<file path="src/rtl/key_event_pkg.sv">
// key_event_pkg: event, per-key state and FIFO entry types shared by the key event scheduler
package key_event_pkg;
  localparam int key_bits = 4;
  typedef enum logic [1:0] {PRESS, LONG, REPEAT, RELEASE} ev_type_t;
  typedef enum logic [1:0] {IDLE, HELD, REPEATING} key_state_t;
  typedef struct packed {
    logic [key_bits-1:0] key;
    ev_type_t kind;
  } ev_entry_t;
endpackage

</file>
<file path="src/rtl/key_event_fifo.sv">
// key_event_fifo: circular event buffer; push and pop may coincide in any state, no empty bypass
module key_event_fifo #(
  parameter int width = 6,
  parameter int depth = 4
) (
  input  logic             clk,
  input  logic             reset,
  input  logic             push,
  input  logic [width-1:0] wdata,
  input  logic             pop,
  output logic [width-1:0] rdata,
  output logic             full,
  output logic             empty
);
  localparam int aw = $clog2(depth);
  logic [width-1:0] mem [depth];
  logic [aw:0] wp, rp;
  logic do_push, do_pop;
  assign empty = wp == rp;
  assign full = wp == {~rp[aw], rp[aw-1:0]};
  assign do_pop = pop & !empty;
  assign do_push = push & (!full | do_pop);
  assign rdata = mem[rp[aw-1:0]];
  always_ff @(posedge clk)
    if (reset) begin
      wp <= '0;
      rp <= '0;
      mem <= '{default: '0};
    end else begin
      if (do_push) begin
        mem[wp[aw-1:0]] <= wdata;
        wp <= wp + 1'b1;
      end
      if (do_pop) rp <= rp + 1'b1;
    end
endmodule

</file>
<file path="src/rtl/key_event_scheduler.sv">
// key_event_scheduler: turns debounced key levels into PRESS/LONG/REPEAT/RELEASE events, round-robin into a FIFO
module key_event_scheduler
  import key_event_pkg::*;
#(
  parameter int w = 8,
  parameter int long_cycles = 50_000_000,
  parameter int repeat_cycles = 10_000_000,
  parameter int fifo_depth = 4,
  localparam int kw = w > 1 ? $clog2(w) : 1
) (
  input  logic          clk,
  input  logic          reset,
  input  logic [w-1:0]  key_in,
  output logic          ev_valid,
  input  logic          ev_ready,
  output logic [kw-1:0] ev_key,
  output logic [1:0]    ev_type,
  output logic          overflow
);
  localparam int cw = $clog2(long_cycles > repeat_cycles ? long_cycles : repeat_cycles);
  logic [3:0] pend [w];
  logic [w-1:0] has, ovf;
  logic [kw-1:0] rr, gnt_key;
  logic [3:0] sel;
  logic found, grant, full, empty, pop, unused_key;
  ev_type_t gnt_type;
  ev_entry_t wr, head;
  assign pop = !empty & ev_ready;
  assign grant = found & (!full | pop);
  // Walk candidates backwards so the one closest to rr is the last (winning) assignment.
  always_comb begin
    found = 1'b0;
    gnt_key = '0;
    for (int i = w - 1; i >= 0; i--)
      if (has[kw'((int'(rr) + i) % w)]) begin
        found = 1'b1;
        gnt_key = kw'((int'(rr) + i) % w);
      end
  end
  assign sel = pend[gnt_key];
  assign gnt_type = sel[0] ? PRESS : sel[1] ? LONG : sel[2] ? REPEAT : RELEASE;
  assign wr = '{key: key_bits'(gnt_key), kind: gnt_type};
  for (genvar k = 0; k < w; k++) begin : g_key
    key_state_t st;
    logic [cw-1:0] cnt;
    logic [3:0] p, set, gnt_bits;
    // Release wins over a LONG/REPEAT that would fire in the same cycle.
    assign set = st == IDLE ? {3'b000, key_in[k]} :
                 !key_in[k] ? 4'b1000 :
                 st == HELD ? {2'b00, cnt == cw'(long_cycles - 1), 1'b0} :
                 {1'b0, cnt == cw'(repeat_cycles - 1), 2'b00};
    assign gnt_bits = grant && gnt_key == kw'(k) ? 4'b0001 << gnt_type : 4'b0000;
    assign pend[k] = p;
    assign has[k] = |p;
    assign ovf[k] = |(set & p & ~gnt_bits);
    always_ff @(posedge clk)
      if (reset) begin
        st <= IDLE;
        cnt <= '0;
        p <= '0;
      end else begin
        p <= (p & ~gnt_bits) | set;
        cnt <= st == IDLE || |set ? '0 : cnt + 1'b1;
        st <= set[PRESS] ? HELD : set[RELEASE] ? IDLE : set[LONG] ? REPEATING : st;
      end
  end
  key_event_fifo #(.width($bits(ev_entry_t)), .depth(fifo_depth)) u_fifo (
    .clk,
    .reset,
    .push(grant),
    .wdata(wr),
    .pop,
    .rdata(head),
    .full,
    .empty
  );
  assign ev_valid = !empty;
  assign ev_key = head.key[kw-1:0];
  assign ev_type = head.kind;
  assign unused_key = ^head.key;
  always_ff @(posedge clk)
    if (reset) begin
      rr <= '0;
      overflow <= 1'b0;
    end else begin
      if (grant) rr <= gnt_key == kw'(w - 1) ? '0 : gnt_key + 1'b1;
      overflow <= overflow | (|ovf);
    end
endmodule

</file>
<file path="config.mk">
export PLATFORM = sky130hd
export DESIGN_NAME = key_event_scheduler
export DESIGN_NICKNAME = d
export VERILOG_FILES = /design/src/rtl/key_event_pkg.sv /design/src/rtl/key_event_fifo.sv /design/src/rtl/key_event_scheduler.sv
export SDC_FILE = /design/constraint.sdc
export NUM_CORES = 1
export LEC_CHECK = 0
export CORE_MARGIN = 3
export CORE_UTILIZATION = 40
export CTS_CLUSTER_SIZE = 14
export DETAILED_ROUTE_END_ITERATION = 10
export PLACE_DENSITY_LB_ADDON = 0.2
export SYNTH_ARGS = -nofsm -noshare
export SYNTH_HDL_FRONTEND = slang
export SYNTH_HIERARCHICAL = 1
export SYNTH_SLANG_ARGS = --single-unit
</file>
<file path="constraint.sdc">
create_clock -name clk -period 5.4 [get_ports clk]
set_input_delay 0.81 -clock clk [delete_from_list [all_inputs] [get_ports clk]]
set_output_delay 0.81 -clock clk [all_outputs]
set_load 0.05 [all_outputs]
</file>
Word-level counts from Yosys, hierarchy flattened
Cells that the tools add are included.
{"block": "op_classes", "order_cmp": 12, "n_eq_ne": 33, "n_reduce_logical": 69, "add_sub_neg": 18, "muxes": 109, "bitwise_logic": 51, "shift": 1}
{"op": "26-bit by 1-bit adder with 26-bit output, second input constant", "count": 8}
{"op": "26-bit by 24-bit == test with 1-bit output, second input constant", "count": 8}
{"op": "26-bit == test, second input constant", "count": 8}
{"op": "4-bit AND", "count": 24}
{"op": "4-bit 2-to-1 mux", "count": 24}
{"op": "4-bit OR reduction", "count": 16}
{"op": "3-bit 2-to-1 mux", "count": 19}
{"op": "1-bit 2-to-1 mux", "count": 49}
{"op": "3-bit by 5-bit < comparator with 1-bit output, second input constant", "count": 8}
{"op": "4-bit NOT", "count": 8}
{"op": "4-bit bitwise OR", "count": 8}
{"op": "32-bit OR reduction", "count": 1}
{"op": "1-bit binary-select mux with 3-bit select", "count": 8}
{"op": "24-bit bitwise mux", "count": 1}
{"op": "3-bit nonzero test", "count": 8}
{"op": "3-bit OR reduction", "count": 8}
{"op": "2-bit by 1-bit == test with 1-bit output, second input constant", "count": 8}
{"op": "2-bit logical NOT", "count": 8}
{"op": "2-bit OR reduction", "count": 8}
{"op": "3-bit by 1-bit adder with 3-bit output, second input constant", "count": 4}
{"op": "3-bit adder, second input constant", "count": 4}
{"op": "4-bit binary-select mux with 3-bit select", "count": 1}
{"op": "6-bit binary-select mux with 2-bit select", "count": 1}
{"op": "6-bit demux with 2-bit select", "count": 1}
{"op": "21 further kinds", "count": 52}
{"block": "totals", "wordCells": 333, "ff_bits": 290, "in_bits": 11}

Depth between registers and ports, before layout
{"block": "depth", "word_depth": 25, "ltp_mapped": 20, "depth_no_buf": 19}

By module
The synthesis kept the hierarchy.
{"mod": "key_event_scheduler", "cells_each": 1523, "instances": 1, "area_each_um2": 12719.7, "seq_area_each_um2": 5205.0}
{"mod": "key_event_fifo", "cells_each": 131, "instances": 1, "area_each_um2": 1522.7, "seq_area_each_um2": 600.6}

Worst setup path after synthesis
No wires, ideal clock.
{"block": "synth_path", "kind": "register to register", "startpoint": "reg rr[0]", "endpoint": "reg overflow", "t_arrival_ns": 4.805, "setup_ns": 0.140, "period_less_slack_ns": 4.945, "path_stages_with_launch": 18, "n_path_buf": 2, "path_slack_ns": 0.455, "t_required_ns": 5.260, "path_cell_list": "dfxtp_1 buf_2 inv_1 ha_1 or2_2 o22ai_1 nor3_1 a2111oi_4 nand2_1 a211o_1 nand2_4 mux4_1 mux2_4 buf_6 or4_4 a31o_1 nor4_2 a41oi_1"}
{"block": "synth_via", "elab_chain_cells": 25, "elab_cells_between_ends": 98, "cone_classes": "add/sub: 7; eq/ne: 7; shift: 1; mux: 54; bitwise: 19; reduce/logical: 10"}
{"item": "start: declaration", "line_no": "key_event_scheduler.sv:23", "rtl": "logic [kw-1:0] rr, gnt_key;"}
{"item": "start signal: assignment", "line_no": "key_event_scheduler.sv:86", "rtl": "if (grant) rr <= gnt_key == kw'(w - 1) ? '0 : gnt_key + 1'b1;"}
{"item": "3-bit adder", "line_no": "key_event_scheduler.sv:35, key_event_scheduler.sv:37"}
{"item": "1-bit binary-select mux with 3-bit select", "line_no": "key_event_scheduler.sv:35", "rtl": "if (has[kw'((int'(rr) + i) % w)]) begin"}
{"item": "1-bit 2-to-1 mux (not written as such) (2 in series)", "line_no": "key_event_scheduler.sv:35"}
{"item": "3-bit 2-to-1 mux (8 in series)", "line_no": "key_event_scheduler.sv:35"}
{"item": "3-bit NOT with 4-bit output (not written as such)", "line_no": "key_event_scheduler.sv:40", "rtl": "assign sel = pend[gnt_key];"}
{"item": "4-bit binary-select mux with 3-bit select", "line_no": "key_event_scheduler.sv:40"}
{"item": "3-bit 2-to-1 mux (not written as such) (2 in series)", "line_no": "key_event_scheduler.sv:40"}
{"item": "1-bit 2-to-1 mux", "line_no": "key_event_scheduler.sv:41", "rtl": "assign gnt_type = sel[0] ? PRESS : sel[1] ? LONG : sel[2] ? REPEAT : RELEASE;"}
{"item": "2-bit 2-to-1 mux (2 in series)", "line_no": "key_event_scheduler.sv:41"}
{"item": "1-bit by 2-bit left shift with 4-bit output", "line_no": "key_event_scheduler.sv:52", "rtl": "assign gnt_bits = grant && gnt_key == kw'(k) ? 4'b0001 << gnt_type : 4'b0000;"}
{"item": "4-bit 2-to-1 mux", "line_no": "key_event_scheduler.sv:52"}
{"item": "4-bit NOT", "line_no": "key_event_scheduler.sv:55", "rtl": "assign ovf[k] = |(set & p & ~gnt_bits);"}
{"item": "4-bit AND", "line_no": "key_event_scheduler.sv:55"}
{"item": "32-bit OR reduction *", "line_no": "key_event_scheduler.sv:87", "rtl": "overflow <= overflow | (|ovf);"}
{"item": "1-bit bitwise OR *", "line_no": "key_event_scheduler.sv:87"}
{"item": "end signal: assignment", "line_no": "key_event_scheduler.sv:87"}
{"item": "end: declaration", "line_no": "key_event_scheduler.sv:18", "rtl": "output logic overflow"}
Mark *: on every way between the ends. The rest lies on a longest branch, timed or not. The select of a mux whose other input is x is not followed.
A chain may end at the register's enable or synchronous reset.

Worst setup path after layout
Ends and elaborated chain as after synthesis.

==> metrics <==
crit share post-route=between 90 and 100%; crit start category=flip-flop; syn_area_per_cell=about 8.6 um2; crit path buf inv count=1; Final Hold Vio Count=0; most used cell, CP=o22ai_1; Initial Utilization=between 40% and 50%; # IOs=18; Final Power=approximately 0.0080 W; CTS Sinks=286; syn nets=1671; Setup CP Type=flip-flop to flip-flop; port bufs=17; Critical R2R Capture=overflow$_SDFF_PP0_; P per Cell Area=around 500 nW/um2; cell chain of the critical path=inv_1, ha_1, or2_2, o22ai_1, nor2_2, a2111oi_4, nand2_1, a211o_1, nand2_4, mux4_1, mux2_2, o41ai_1, o22ai_1, a2111oi_2, a41oi_1; Max Fanout on Critical Path=13; Reg clk slew, reported paths=about 0.060 ns; nets@finish=~1700; Die Area=37500 um2; worst reg2reg setup slack=just under 0.3 ns; Crit path required time=around 5.8 ns; crit path capture=overflow$_SDFF_PP0_; Routed Antenna Nets=0; max cap viols=0; worst skew pair latency=0.52 ns; Die X-Extent=194 um; antenna violations before repair=0; worst-case clock buffer depth=3; routability cong.=roughly 0.95; Slew Limit Fails=0; Worst-Margin Slew=between 0.9 and 1 ns; Final HPWL DP=22900 um; Comb power frac=42.0%; sw frac=approximately two fifths; Seq pwr share=between 20% and 30%; via count=roughly 11000; Syn Inst Count=~1600; Critical Path Stages=15; Area growth, synth to finish=12.9%; CTS tree=built; worst endpoint data arrival time=5.48 ns; Net Sw Power=slightly above 0.003 W; total grt overflow=0; ANT cells=0; CORE AREA=roughly 35000 um2; Int Power=0.00485 W; cell row count=68; Slew headroom=39.7%; reg2reg start=rr[0]$_SDFFE_PP0P_; worst reg2reg path depth=15; Crit path max-delay family=compound AO/OA/AOI/OAI gates; Clk network pwr share=a little under 30%; Layout Skew=roughly 0.017 ns; endpoints failing setup=0; first-pass GRT wire length=between 50000 and 60000 um; VDD IR max=approximately 0.36 mV; DRC Markers=0; Die Y=around 190 um; Fmax=a little under 200 MHz; run status=completed; Total GRT Usage=between 10% and 20%; H-tree depth=2; root buf cell=clkbuf_16; CTS Buf Count=34; Syn. warnings=6; Routed WL=between 30000 and 40000 um; largest net degree at the start of global routing=54; post-layout instance area=15900 um2; number of global-route vias before repair=~11000; Avg WL per Cell=14.9 um; DR iter-0 viols=roughly 670; Final Critical Period=approximately 5.1 ns; Post-Syn Area=between 10000 and 15000 um2; Slowest-stage cell, CP=mux4_1; vias per cell=between 5 and 6; Worst path max stage delay=roughly 0.6 ns; TritonRoute pass-1 iters=6; Post-DP Area=between 10000 and 15000 um2; nature of the critical path endpoint=flip-flop; CP Launch Point=rr[0]$_SDFFE_PP0P_; Hold Path Class=flip-flop to flip-flop; Sum Neg Setup Slack=0 ns; Leakage=5.48 nW; RSZ-0062 raised after global routing=no; layout cells sized above 1=7.44%
## routing by layer
metal / share of wire, % / track usage, % / vias to the layer above
met5: 0 / 0 / -
met4: 3.2 / 6.16 / 0
li1: - / - / 5732
met1: 49 / 23.3 / 5252
met2: 44 / 26.0 / 226
met3: 4.3 / 2.93 / 74
## cell type report
class                   count  area, um2
inverters                  48        180
well taps                 455        569
repair buffers             36        308
multi-input cells        1254       7970
fillers                  3394      18700
clock inverters             9        141
clock buffers              47        991
flip-flops and latches    286       5730
## cell usage in the layout, fill, tap and decap left out, types with 8 or more instances in the layout
cell type	count
a21oi_1	53
and2_1	16
and3_1	46
and4_1	12
buf_4	19
clkbuf_16	35
clkdlybuf4s50_1	16
dfxtp_1	286
ha_1	21
inv_1	48
mux2i_1	22
nand2_1	130
nand2b_1	27
nand3_1	96
nand4_1	30
nand4b_1	8
nor2_1	307
nor2b_1	11
nor3_1	28
nor3b_1	9
nor4_1	17
nor4b_1	10
o21ai_0	30
o22ai_1	12
or2_2	14
or3_1	18
or4_1	10
xnor2_1	73
xor2_1	122
## power by group through the flow
| stage | clock network (W) | logic, W | registers, W |
|---|---|---|---|
| detailed placement | 0 | 0.00321 | 0.00236 |
| finish | 0.00231 | 0.00335 | 0.00231 |
| CTS | 0.00239 | 0.00323 | 0.00231 |
| global route | 0.00247 | 0.00361 | 0.00232 |
| global placement | 0 | 0.00324 | 0.00236 |
| floorplan | 0 | 0.00230 | 0.00233 |
## registers in the layout, indices dropped and copies added (netlist names)
register    cells
rr              3
g_key.st       16
g_key.cnt     208
u_fifo/rp       3
g_key.p        32
overflow        1
u_fifo/wp       3
u_fifo/mem     20
## how the worst min path moves through the flow
| stage | startpoint | to | slack [ns] | cells past startpoint |
|---|---|---|---|---|
| 3_5_place_dp | g_key[3].cnt[0]$_SDFF_PP0_ | g_key[3].cnt[0]$_SDFF_PP0_ | 0.45 | 1 |
| 5_1_grt | g_key[2].cnt[0]$_SDFF_PP0_ | g_key[2].cnt[0]$_SDFF_PP0_ | 0.49 | 1 |
| 6_report | g_key[6].cnt[0]$_SDFF_PP0_ | g_key[6].cnt[0]$_SDFF_PP0_ | 0.46 | 1 |
| 2_1_floorplan | g_key[0].cnt[0]$_SDFF_PP0_ | g_key[0].cnt[0]$_SDFF_PP0_ | 0.43 | 1 |
| 3_3_place_gp | g_key[6].cnt[0]$_SDFF_PP0_ | g_key[6].cnt[0]$_SDFF_PP0_ | 0.44 | 1 |
| 4_1_cts | g_key[3].cnt[0]$_SDFF_PP0_ | g_key[3].cnt[0]$_SDFF_PP0_ | 0.46 | 1 |
## timing repair
item	CTS	global route
hold buffers	0	0
endpoints found under the setup margin	0	1
buffers inserted	0	0
gates resized for setup	0	5
## per-stage QoR
stage	worst slack, ns	hold slack (ns)	util (%)	cells
after global placement	0.173	0.443	42.5	2079
after floorplan	0.455	0.430	-	1639
after global routing	0.0792	0.490	45.9	2135
final	0.298	0.458	45.9	2135
after detailed placement	0.0350	0.448	42.5	2079
after CTS	0.0355	0.462	45.8	2135
(Power assumes the default switching activity.)
